`src/rtl/event_decoder.sv`:
```
// rtl/event_decoder.sv - event-report stream decoder: strobes, sticky pending, saturating counters, irq
// Two-stage pipeline: stage 1 captures the accepted beat, stage 2 decodes and updates all state.
module event_decoder #(
  parameter int unsigned MSG_TYPE      = 2,
  parameter int unsigned EVENT_TYPES   = 3,
  parameter int unsigned COUNTER_WIDTH = 16
) (
  input  logic                                 clk,
  input  logic                                 resetn,
  input  logic [255:0]                         AXIS_IN_TDATA,
  input  logic                                 AXIS_IN_TVALID,
  output logic                                 AXIS_IN_TREADY,
  input  logic                                 freeze,
  output logic [EVENT_TYPES-1:0]               evt_strobe,
  output logic [EVENT_TYPES-1:0]               pending,
  input  logic [EVENT_TYPES-1:0]               pending_clear,
  input  logic [EVENT_TYPES-1:0]               irq_enable,
  output logic                                 irq,
  input  logic                                 count_clear,
  output logic [EVENT_TYPES*COUNTER_WIDTH-1:0] evt_count,
  output logic [COUNTER_WIDTH-1:0]             bad_msg_count,
  output logic [7:0]                           last_code
);

  localparam logic [COUNTER_WIDTH-1:0] CNT_MAX = '1;

  logic                     r_tready;
  logic                     r_s1_valid;
  logic [7:0]               r_s1_type;
  logic [7:0]               r_s1_code;
  logic [EVENT_TYPES-1:0]   r_strobe;
  logic [EVENT_TYPES-1:0]   r_pending;
  logic                     r_irq;
  logic [COUNTER_WIDTH-1:0] r_cnt [EVENT_TYPES];
  logic [COUNTER_WIDTH-1:0] r_bad;
  logic [7:0]               r_last_code;

  logic                     w_accept;
  logic                     w_good;
  logic                     w_bad;
  logic [EVENT_TYPES-1:0]   w_set;
  logic                     w_unused_tdata;

  assign w_unused_tdata = ^AXIS_IN_TDATA[255:16];
  assign w_accept       = AXIS_IN_TVALID & r_tready;

  assign w_good = r_s1_valid
                  && (r_s1_type == 8'(MSG_TYPE))
                  && (r_s1_code >= 8'd1)
                  && (r_s1_code <= 8'(EVENT_TYPES));
  assign w_bad  = r_s1_valid & ~w_good;

  always_comb begin
    w_set = '0;
    for (int k = 0; k < int'(EVENT_TYPES); k++) begin
      if (w_good && (r_s1_code == 8'(k + 1))) begin
        w_set[k] = 1'b1;
      end
    end
  end

  // An increment coinciding with a clear lands as 1 so the event is not lost.
  function automatic logic [COUNTER_WIDTH-1:0] f_cnt_next(
    input logic [COUNTER_WIDTH-1:0] cnt,
    input logic                     inc,
    input logic                     clr
  );
    if (clr) begin
      return inc ? COUNTER_WIDTH'(1) : '0;
    end else if (inc && (cnt != CNT_MAX)) begin
      return cnt + COUNTER_WIDTH'(1);
    end
    return cnt;
  endfunction

  always_ff @(posedge clk or negedge resetn) begin
    if (!resetn) begin
      r_tready    <= 1'b0;
      r_s1_valid  <= 1'b0;
      r_s1_type   <= '0;
      r_s1_code   <= '0;
      r_strobe    <= '0;
      r_pending   <= '0;
      r_irq       <= 1'b0;
      r_bad       <= '0;
      r_last_code <= '0;
      for (int k = 0; k < int'(EVENT_TYPES); k++) begin
        r_cnt[k] <= '0;
      end
    end else begin
      r_tready   <= ~freeze;
      r_s1_valid <= w_accept;
      if (w_accept) begin
        r_s1_type <= AXIS_IN_TDATA[7:0];
        r_s1_code <= AXIS_IN_TDATA[15:8];
      end
      r_strobe  <= w_set;
      // Set wins over a same-cycle clear.
      r_pending <= (r_pending & ~pending_clear) | w_set;
      r_irq     <= |(r_pending & irq_enable);
      if (w_good) begin
        r_last_code <= r_s1_code;
      end
      r_bad <= f_cnt_next(r_bad, w_bad, count_clear);
      for (int k = 0; k < int'(EVENT_TYPES); k++) begin
        r_cnt[k] <= f_cnt_next(r_cnt[k], w_set[k], count_clear);
      end
    end
  end

  for (genvar g = 0; g < int'(EVENT_TYPES); g++) begin : g_cnt_out
    assign evt_count[g*COUNTER_WIDTH +: COUNTER_WIDTH] = r_cnt[g];
  end

  assign AXIS_IN_TREADY = r_tready;
  assign evt_strobe     = r_strobe;
  assign pending        = r_pending;
  assign irq            = r_irq;
  assign bad_msg_count  = r_bad;
  assign last_code      = r_last_code;

endmodule

```
`config.mk`:
```
export PLATFORM = sky130hd
export DESIGN_NAME = event_decoder
export DESIGN_NICKNAME = d
export VERILOG_FILES = /design/src/rtl/event_decoder.sv
export SDC_FILE = /design/constraint.sdc
export NUM_CORES = 1
export LEC_CHECK = 0
export BUFFER_PORTS_ARGS = -buffer_cell sky130_fd_sc_hd__clkbuf_2
export CORE_AREA = 8 8 129 131
export CTS_BUF_LIST = sky130_fd_sc_hd__clkbuf_8
export CTS_CLUSTER_SIZE = 14
export DETAILED_ROUTE_END_ITERATION = 8
export DIE_AREA = 0 0 137 139
export PLACE_DENSITY = 0.7
export SYNTH_ARGS = -nofsm -noshare
export SYNTH_HDL_FRONTEND = slang
export SYNTH_SLANG_ARGS = --single-unit
```
`constraint.sdc`:
```
create_clock -name clk -period 2.3 [get_ports clk]
set_clock_uncertainty 0.05 [all_clocks]
set_input_delay 0.23 -clock clk [delete_from_list [all_inputs] [get_ports clk]]
set_output_delay 0.23 -clock clk [all_outputs]
set_load 0.02 [all_outputs]
```
==> results of run 1 <==
## layer usage
metal	vias to the layer above	track usage, %
li1	2100	-
met4	0	5.49
met1	2248	18.5
met5	-	0
met2	135	22.7
met3	18	7.25
## repair_timing
action,4_1_cts,5_1_grt
resized for setup,8,15
hold buffers,4,0
pin swaps,12,10
endpoints found under the setup margin,9,20
setup buffers,4,2
endpoints found under the hold margin,26,0
## worst min-delay path: stages
cell                       delay (ns)
sky130_fd_sc_hd__clkbuf_2        0.08
sky130_fd_sc_hd__a222oi_1        0.05
sky130_fd_sc_hd__inv_1           0.05
## state kept, by name (all words and copies together), names as in the netlist
signal          cells
r_s1_valid          1
last_code           8
evt_strobe          3
r_s1_type           8
pending             3
r_s1_code           8
evt_count          48
bad_msg_count      16
AXIS_IN_TREADY      1
irq                 1
## per-stage QoR
step	cell area, um^2	utilization, %
final	6270	42.5
after global routing	6270	42.5
after CTS	6200	42.0
after detailed placement	5860	39.7
after global placement	5860	39.7
after floorplan	4810	-
## cell usage in the layout, fill, tap and decap left out, types with 20 or more instances in the layout
| master | Yosys | routed |
|---|---|---|
| sky130_fd_sc_hd__a21oi_1 | 43 | 40 |
| sky130_fd_sc_hd__o21ai_0 | 34 | 31 |
| sky130_fd_sc_hd__dfrtp_1 | 97 | 95 |
| sky130_fd_sc_hd__buf_4 | 0 | 44 |
| sky130_fd_sc_hd__nand3_1 | 21 | 21 |
| sky130_fd_sc_hd__or3_1 | 32 | 29 |
| sky130_fd_sc_hd__clkbuf_2 | 0 | 105 |
| sky130_fd_sc_hd__nand2_1 | 35 | 35 |
| sky130_fd_sc_hd__mux2_2 | 20 | 20 |
| sky130_fd_sc_hd__nor2_1 | 22 | 22 |
## kinds of logic after synthesis
logic type / share of synthesized area [%]
AO/OA/AOI/OAI: 14.0
XOR/XNOR: 0.365
adder cells (fa/ha/maj): 1.04
buffers and inverters: 2.50
flip-flops: 50.5
multiplexers: 5.73
AND/OR/NAND/NOR: 25.8
## worst max-delay path by stage
stage,end,cells past startpoint,start
6_report,evt_count[13],6,r_s1_type[5]
5_1_grt,evt_count[11],6,r_s1_type[5]
4_1_cts,evt_count[13],6,r_s1_code[3]
3_5_place_dp,evt_count[13],6,r_s1_code[6]
3_3_place_gp,evt_count[9],5,r_s1_code[6]
2_1_floorplan,bad_msg_count[13],7,bad_msg_count[0]
## cell type report
cell class	count	area [um^2]	area share [%]
sequential	97	2430	38.8
multi-input combinational	352	2350	37.6
timing repair buffer	158	970	15.5
tap	188	235	3.75
clock buffer	9	124	1.98
clock inverter	7	103	1.64
inverter	14	52.6	0.838
## report_power, final
part	internal (mW)	switching (mW)	total [mW]
Clock	0.626	0.658	1.28
Sequential	1.75	0.0410	1.79
Combinational	0.118	0.144	0.263
==> impl_results.rst, run 1 <==
.. list-table::
   :header-rows: 1

   * - Metric
     - Value
   * - Kind of cell adding the most delay to the critical path
     - simple AND/OR/NAND/NOR gates
   * - Number of inserted diodes
     - 0
   * - Final critical-path share of the clock period
     - 101%
   * - Worst-case vdd ir drop
     - 0.000336 V
   * - Core Box Area
     - 0.0148 mm^2
   * - Number of synthesized flops with an enable pin
     - 0
   * - Slowest-stage cell, CP
     - sky130_fd_sc_hd__or4b_4
   * - Routed length per placed instance
     - 17.4 um
   * - Number of instances in the synthesized netlist
     - 480
   * - Global Route Usage Sum
     - about 15%
   * - Sequence of cells on the critical path
     - or4b_4, nor4_4, buf_4, o2111ai_4, or3_4, a21oi_2
   * - Signal arrival time at the worst endpoint
     - 2.58 ns
   * - Result of the run
     - complete, but fails checks
   * - Critical Setup Path Class
     - flop to flop
   * - Fin Setup TNS
     - -0.0679 ns
   * - DR vias/cell
     - ~5.5
   * - Clock Tree Root
     - sky130_fd_sc_hd__clkbuf_8
   * - Top area cells in the synthesized netlist
     - sky130_fd_sc_hd__dfrtp_1 51%, sky130_fd_sc_hd__mux2_2 4.7%, sky130_fd_sc_hd__a21oi_1 4.5%
   * - Number of buffers created by CTS
     - 9
   * - Largest net degree at the start of global routing
     - 49
   * - Net total in the final layout
     - approximately 900
   * - Most used standard cell by instance count after synthesis
     - sky130_fd_sc_hd__dfrtp_1
   * - Number of placement rows
     - 45
   * - Uppermost layer routed
     - met4
   * - CTS H-tree depth
     - 3
   * - Placed cell count
     - 800
   * - Final estimated routing congestion in global placement
     - 0.827
   * - Routed length on met1
     - 5930 um
   * - Pwr Total
     - 3.34 mW
   * - Via count of the first global-routing pass
     - between 4000 and 5000
   * - Detailed placer's ending HPWL
     - 10700 um
   * - Async set or reset register ratio after synthesis
     - 100%
   * - Global-route wire length before repair
     - 23300 um
   * - Stage delay of the slowest cell on the critical path
     - just under 0.6 ns
   * - Critical path capture point type
     - flop
   * - Logic depth of the worst register-to-register path
     - 6
   * - Area growth from synthesis to layout
     - 30.5%
   * - Number of antenna violations at the first check in global routing
     - 0
   * - GRT overflow
     - 0
   * - Transition time at the pin with the least slew margin
     - 0.789 ns
   * - Endpoint of the lowest-slack register-to-register path
     - evt_count[13]
   * - Top post-synthesis cells by count
     - 97 x sky130_fd_sc_hd__dfrtp_1, 43 x sky130_fd_sc_hd__a21oi_1, 35 x sky130_fd_sc_hd__nand2_1
   * - Setup WS post-layout
     - -0.0237 ns
   * - Initial Util
     - 32.6%
   * - Horiz. Die Dim
     - 137 um
   * - Clock tree sinks
     - 97
   * - WP data required
     - 2.56 ns
   * - Fraction of synthesized cell area taken by the top area cell type
     - between 50% and 60%
   * - Final Non-Filler Cells
     - 825
   * - Number of distinct standard cells referenced by the synthesized netlist
     - 48
   * - Most common flop cell mapped by yosys
     - sky130_fd_sc_hd__dfrtp_1
   * - Die area
     - 0.0190 mm^2
   * - DR vias
     - between 4000 and 5000
   * - Number of maximum-capacitance constraint violations
     - 0
   * - Worst slack, placed
     - -0.0768 ns
   * - Fmax
     - 430 MHz
   * - Total length of routed wires
     - between 10000 and 15000 um
   * - DR WL met2
     - approximately 6700 um
   * - Initial DRC count
     - between 300 and 400
   * - Static leakage
     - 2.83 nW
   * - Failing checks
     - setup timing
   * - Cell Pwr Density
     - 533 mW/mm^2
   * - Worst-case hold slack
     - between 0.02 and 0.025 ns
   * - Worst-path clk slew
     - 0.10 ns
   * - DRT antenna net count
     - 0
   * - Sequential fraction of the synthesis area
     - 50.5%
   * - First-pass iteration count of the detailed router
     - 4
   * - Latest clock arrival within the worst-skew pair
     - 0.38 ns
   * - Count of buffers from port buffering
     - approximately 110
   * - Time the worst path needs with I/O delays and setup
     - 2.32 ns
   * - Flops & latches, synth
     - 97
   * - Number of primary I/O pins
     - 347
   * - Worst hold start
     - irq_enable[1]
   * - Number of cells on the worst hold path
     - 3
   * - Category of the worst setup path launch point
     - flop
   * - Max FO, Critical Path
     - 6
   * - Final setup vio count
     - 5
   * - Setup slack, reg-to-reg
     - -0.02 ns
   * - Unrepaired setup endpoints after global routing
     - true
   * - Routed wire length on met3
     - 1420 um
   * - Yosys warning count
     - 0
   * - Final count of pins violating max slew
     - 0
   * - Fill count
     - between 1000 and 1500
   * - Hold violation count in the final report
     - 0
   * - Residual DRC count
     - 0
   * - Post-synthesis cell area
     - 0.00480 mm^2
   * - Clock tree from TritonCTS
     - done
   * - Most area-hungry cell type in the Yosys netlist
     - sky130_fd_sc_hd__dfrtp_1
   * - Slew headroom
     - 46.9%
   * - Die Span Y
     - ~140 um
   * - R2R Path Start
     - r_s1_type[5]
   * - Total buffers and inverters traversed by the critical path
     - 1
   * - Post-Synthesis Mean Instance Area
     - 10.0 um^2
   * - Class of the most critical hold timing path
     - input port to flop
   * - Deepest clock path buffer count
     - 2
   * - Fraction of layout cells with a size suffix above 1
     - 34.2%
   * - Syn nets
     - between 700 and 800
   * - Capture endpoint of the worst hold path
     - irq
(Power assumes the default switching activity.)
==> inputs of run 2 (changes only) <==
--- a/config.mk
+++ b/config.mk
@@ -11,7 +11,7 @@
 export CTS_CLUSTER_SIZE = 14
 export DETAILED_ROUTE_END_ITERATION = 8
 export DIE_AREA = 0 0 137 139
-export PLACE_DENSITY = 0.7
+export PLACE_DENSITY = 0.67
 export SYNTH_ARGS = -nofsm -noshare
 export SYNTH_HDL_FRONTEND = slang
 export SYNTH_SLANG_ARGS = --single-unit
==> constraint.sdc (replaced) <==
create_clock -name clk -period 2.95 [get_ports clk]
set_clock_uncertainty 0.05 [all_clocks]
set_input_delay 0.295 -clock clk [delete_from_list [all_inputs] [get_ports clk]]
set_output_delay 0.295 -clock clk [all_outputs]
set_load 0.02 [all_outputs]
==> impl_results.rst, run 2 (synthesis results as in run 1) <==
.. list-table::
   :header-rows: 1

   * - Metric
     - Value
   * - Result of the run
     - finished clean
   * - Final count of pins violating max slew
     - 0
   * - Final estimated routing congestion in global placement
     - 0.820
   * - Placed cell count
     - 763
   * - Core Box Area
     - 0.0148 mm^2
   * - Initial Util
     - 32.6%
   * - Die area
     - 0.0190 mm^2
   * - Initial DRC count
     - 304
   * - Setup slack, reg-to-reg
     - 0.45 ns
   * - Uppermost layer routed
     - met4
   * - Area growth from synthesis to layout
     - 19.9%
   * - Routed length per placed instance
     - 17.2 um
   * - Stage delay of the slowest cell on the critical path
     - roughly 0.53 ns
   * - Leading cell type in the layout, fill and taps excluded
     - sky130_fd_sc_hd__clkbuf_2
   * - Slowest-stage cell, CP
     - sky130_fd_sc_hd__or3_1
   * - Net total in the final layout
     - between 800 and 900
   * - Hold violation count in the final report
     - 0
   * - DR WL met2
     - 6130 um
   * - GRT overflow
     - 0
   * - Slew headroom
     - 45.6%
   * - Die Span Y
     - 139 um
   * - Fmax
     - 400 MHz
   * - Largest net degree at the start of global routing
     - 51
   * - Residual DRC count
     - 0
   * - Class of the most critical hold timing path
     - input port to flop
   * - Fraction of layout cells with a size suffix above 1
     - 27.2%
   * - Count of buffers from port buffering
     - 106
   * - Number of flip-flops in the largest register
     - 48
   * - Transition time at the pin with the least slew margin
     - 0.816 ns
   * - Routed length on met1
     - 6010 um
   * - Static leakage
     - 2.56 nW
   * - Pwr Total
     - 2.38 mW
   * - Category of the worst setup path launch point
     - flop
   * - Total length of routed wires
     - ~13000 um
   * - Number of placement rows
     - 45
   * - Number of antenna violations at the first check in global routing
     - 0
   * - Worst-path clk slew
     - 0.10 ns
   * - Clock Tree Root
     - sky130_fd_sc_hd__clkbuf_8
   * - Final setup vio count
     - 0
   * - Number of maximum-capacitance constraint violations
     - 0
   * - Global-route wire length before repair
     - 21900 um
   * - Total buffers and inverters traversed by the critical path
     - 0
   * - First-pass iteration count of the detailed router
     - 4
   * - DRT antenna net count
     - 0
   * - Unrepaired setup endpoints after global routing
     - false
   * - Time the worst path needs with I/O delays and setup
     - between 2 and 3 ns
   * - Max FO, Critical Path
     - 10
   * - Clock tree from TritonCTS
     - done
   * - CTS H-tree depth
     - 3
   * - Detailed placer's ending HPWL
     - 10000 um
   * - WP data required
     - 3.19 ns
   * - Critical Setup Path Class
     - flop to flop
   * - DR vias
     - 4270
   * - Global Route Usage Sum
     - around 14%
   * - Library cell appearing most often on the critical path
     - sky130_fd_sc_hd__and4_1
   * - Placed Area
     - ~0.0056 mm^2
   * - Routed wire length on met3
     - 1150 um
   * - Worst-case vdd ir drop
     - between 0.0004 and 0.0005 V
   * - Final critical-path share of the clock period
     - 84.8%
   * - Sequence of cells on the critical path
     - ha_1, and4_1, and4_1, or3_1, or4_1, a21oi_1
   * - Number of inserted diodes
     - 0
   * - Cell Pwr Density
     - 413 mW/mm^2
   * - Post-layout utilization of the core
     - 39.1%
   * - Latest clock arrival within the worst-skew pair
     - 0.36 ns
   * - Kind of cell adding the most delay to the critical path
     - simple AND/OR/NAND/NOR gates
   * - Number of buffers created by CTS
     - 9
   * - Number of primary I/O pins
     - 347
   * - Deepest clock path buffer count
     - 2
   * - Critical path capture point type
     - flop
   * - Via count of the first global-routing pass
     - about 4200
   * - Post-CTS Resized
     - 0
   * - Horiz. Die Dim
     - approximately 140 um
   * - Clock tree sinks
     - 97
   * - Signal arrival time at the worst endpoint
     - 2.75 ns
   * - Final Non-Filler Cells
     - 781
   * - Setup fix buffers added after clock tree synthesis
     - 0
   * - DR vias/cell
     - about 5.5
   * - Commonest non-fill, non-tap cells in the layout
     - 105 x sky130_fd_sc_hd__clkbuf_2, 97 x sky130_fd_sc_hd__dfrtp_1, 43 x sky130_fd_sc_hd__a21oi_1
   * - Fin Setup TNS
     - 0 ns
   * - Design area
     - ~0.0058 mm^2
## run 2: stage by stage
| stage | hold slack (ns) | setup slack, ns |
|---|---|---|
| 6_report | 0.0495 | 0.448 |
| 5_1_grt | 0.0508 | 0.323 |
| 4_1_cts | 0.0306 | 0.456 |
| 3_5_place_dp | 0.307 | 0.469 |
| 3_3_place_gp | 0.306 | 0.513 |
| 2_1_floorplan | -0.0506 | 0.574 |
## run 2: worst register-to-register path, delay by kind of cell, from the launching register on
kind | cells | cell delay (ns)
adder cells (fa/ha/maj) | 1 | 0.29
AND/OR/NAND/NOR | 4 | 1.48
flip-flops | 1 | 0.46
AO/OA/AOI/OAI | 1 | 0.16
## run 2: routing by layer
metal	up-vias	global-route usage [%]
li1	2015	-
met1	2124	19.0
met2	122	20.8
met3	9	6.01
met4	0	3.60
met5	-	0
## run 2: worst paths after layout
| kind | to | from | cells after the start |
|---|---|---|---|
| min reg2reg | last_code[7] | last_code[7] | 1 |
| min | pending[2] | pending_clear[2] | 2 |
| min in group asynchronous | pending[2] | resetn | 2 |
| max reg2reg | bad_msg_count[13] | bad_msg_count[0] | 6 |
| max | bad_msg_count[13] | bad_msg_count[0] | 6 |
| max in group asynchronous | evt_count[7] | resetn | 3 |
## run 2: cell type report
| type | instances | area [um^2] |
|---|---|---|
| fill | 1499 | 8990 |
| inverter | 14 | 52.6 |
| tap | 188 | 235 |
| sequential | 97 | 2430 |
| multi-input combinational | 352 | 2260 |
| clock buffer | 10 | 138 |
| clock inverter | 6 | 41.3 |
| timing repair buffer | 114 | 611 |
## run 2: what timing repair did
action                     CTS  global route
setup endpoints to repair    0             0
hold endpoints to repair    48             0
hold buffers                 2             0
## run 2: report_power, final
| part | switching [mW] | internal, mW |
|---|---|---|
| combinational | 0.0929 | 0.0682 |
| sequential | 0.0402 | 1.36 |
| clock | 0.480 | 0.332 |
==> inputs of run 3 (changes only) <==
--- a/config.mk
+++ b/config.mk
@@ -6,12 +6,12 @@
 export NUM_CORES = 1
 export LEC_CHECK = 0
 export BUFFER_PORTS_ARGS = -buffer_cell sky130_fd_sc_hd__clkbuf_2
-export CORE_AREA = 8 8 129 131
+export CORE_AREA = 8 8 130 132
 export CTS_BUF_LIST = sky130_fd_sc_hd__clkbuf_8
 export CTS_CLUSTER_SIZE = 14
 export DETAILED_ROUTE_END_ITERATION = 8
-export DIE_AREA = 0 0 137 139
-export PLACE_DENSITY = 0.67
+export DIE_AREA = 0 0 138 140
+export PLACE_DENSITY = 0.66
 export SYNTH_ARGS = -nofsm -noshare
 export SYNTH_HDL_FRONTEND = slang
 export SYNTH_SLANG_ARGS = --single-unit
==> constraint.sdc (replaced) <==
create_clock -name clk -period 2.62 [get_ports clk]
set_clock_uncertainty 0.05 [all_clocks]
set_input_delay 0.262 -clock clk [delete_from_list [all_inputs] [get_ports clk]]
set_output_delay 0.262 -clock clk [all_outputs]
set_load 0.02 [all_outputs]
==> impl_results.rst, run 3 (synthesis results as in run 1) <==
.. list-table::
   :header-rows: 1

   * - Metric
     - Value
   * - Setup WS post-layout
     - 0.198 ns
   * - Fmax
     - 413 MHz
   * - Transition time at the pin with the least slew margin
     - 0.845 ns
   * - Worst-case vdd ir drop
     - 0.000268 V
   * - Number of maximum-capacitance constraint violations
     - 0
   * - Global-route wire length before repair
     - between 20000 and 25000 um
   * - Residual DRC count
     - 0
   * - Detailed placer's ending HPWL
     - 10300 um
   * - GRT overflow
     - 0
   * - Final count of pins violating max slew
     - 0
   * - Category of the worst setup path launch point
     - flop
   * - Post-layout utilization of the core
     - 39.7%
   * - Number of inserted diodes
     - 0
   * - DRT antenna net count
     - 0
   * - Die Span Y
     - roughly 140 um
   * - Number of buffers created by CTS
     - 9
   * - Unrepaired setup endpoints after global routing
     - false
   * - Design area
     - 0.00590 mm^2
   * - Worst-path clk slew
     - 0.10 ns
   * - Deepest clock path buffer count
     - 2
   * - Number of primary I/O pins
     - 347
   * - Total length of routed wires
     - 13800 um
   * - Worst slack, placed
     - 0.191 ns
   * - Number of antenna violations at the first check in global routing
     - 0
   * - Initial Util
     - 32.3%
   * - Hold violation count in the final report
     - 0
   * - Result of the run
     - finished clean
   * - Fin Setup TNS
     - 0 ns
   * - Largest net degree at the start of global routing
     - 51
   * - Leading cell type in the layout, fill and taps excluded
     - sky130_fd_sc_hd__clkbuf_2
   * - Core Box Area
     - 0.0149 mm^2
   * - Clock tree sinks
     - 97
   * - Area growth from synthesis to layout
     - 22.7%
   * - Count of buffers from port buffering
     - 106
   * - DR vias
     - 4301
   * - Latest clock arrival within the worst-skew pair
     - 0.38 ns
   * - Placed Area
     - approximately 0.0056 mm^2
   * - First-pass iteration count of the detailed router
     - 5
   * - Critical Setup Path Class
     - flop to flop
   * - Fraction of layout cells with a size suffix above 1
     - 28.0%
   * - Class of the most critical hold timing path
     - input port to flop
   * - Worst-case hold slack
     - 0.0446 ns
   * - Final critical-path share of the clock period
     - around 92%
   * - CTS H-tree depth
     - 3
   * - Time the worst path needs with I/O delays and setup
     - 2.42 ns
   * - Via count of the first global-routing pass
     - 4489
   * - Cell Pwr Density
     - 494 mW/mm^2
   * - Setup fix buffers added after clock tree synthesis
     - 0
   * - Global Route Usage Sum
     - 14.1%
   * - Commonest non-fill, non-tap cells in the layout
     - 105 x sky130_fd_sc_hd__clkbuf_2, 97 x sky130_fd_sc_hd__dfrtp_1, 43 x sky130_fd_sc_hd__a21oi_1
   * - Initial DRC count
     - 253
   * - Max FO, Critical Path
     - 5
   * - DR vias/cell
     - roughly 5.4
   * - Slew headroom
     - around 44%
   * - Horiz. Die Dim
     - 138 um
   * - WP data required
     - 2.88 ns
   * - Net total in the final layout
     - 869
   * - Routed length per placed instance
     - around 17 um
   * - Clock Tree Root
     - sky130_fd_sc_hd__clkbuf_8
   * - Final estimated routing congestion in global placement
     - 0.834
   * - Number of placement rows
     - 45
   * - Final setup vio count
     - 0
   * - Critical path capture point type
     - flop
   * - Clock tree from TritonCTS
     - done
   * - Die area
     - 0.0193 mm^2
   * - Number of flip-flops in the largest register
     - 48
   * - Static leakage
     - 2.63 nW
   * - Signal arrival time at the worst endpoint
     - 2.68 ns
run 3: timing repair:
action,CTS,global route
resized for setup,0,0
hold endpoints to repair,24,0
hold buffers,4,0
run 3: cell type report:
class / count / area [um^2]
Fill cell: 1508 / 8970
Sequential cell: 97 / 2430
Multi-Input combinational cell: 352 / 2260
Timing Repair Buffer: 124 / 691
Tap cell: 188 / 235
Clock buffer: 10 / 138
Clock inverter: 6 / 96.3
Inverter: 14 / 52.6
run 3: final timing paths:
| check | start | to | slack (ns) | cells past startpoint |
|---|---|---|---|---|
| setup / recovery | r_s1_code[6] | evt_count[9] | 0.20 | 5 |
| hold / removal | irq_enable[1] | irq | 0.04 | 3 |
| setup reg to reg | r_s1_code[6] | evt_count[9] | 0.20 | 5 |
| hold reg to reg | last_code[5] | last_code[5] | 0.45 | 1 |
| max in group asynchronous | resetn | evt_count[22] | 1.60 | 3 |
| min in group asynchronous | resetn | last_code[6] | 0.23 | 2 |
run 3: metrics by stage:
stage                     power (mW)  instances
final                           2.91        791
after global routing            3.03        791
after CTS                       2.95        791
after detailed placement        1.80        771
after global placement          1.79        771
after floorplan                 1.70        480
run 3: layer usage:
metal | part of all wire, % | wire [um] | global-route usage, %
met5 | 0 | 0 | 0
met4 | 1.3 | 176 | 4.52
met3 | 9.9 | 1380 | 6.25
met2 | 45 | 6270 | 22.1
met1 | 43 | 6000 | 17.0
run 3: where the power goes:
part | total (mW) | switching [mW] | leakage, nW | internal (mW)
Clock | 1.14 | 0.565 | 0.115 | 0.575
Sequential | 1.58 | 0.0423 | 1.31 | 1.54
Combinational | 0.190 | 0.108 | 1.20 | 0.0821
run 3: worst max-delay path: stages (launching register included):
cell	delay [ns]
sky130_fd_sc_hd__dfrtp_1	0.42
sky130_fd_sc_hd__or4_4	0.59
sky130_fd_sc_hd__nor4_2	0.41
sky130_fd_sc_hd__o211ai_1	0.24
sky130_fd_sc_hd__or4_1	0.47
sky130_fd_sc_hd__a21oi_1	0.16
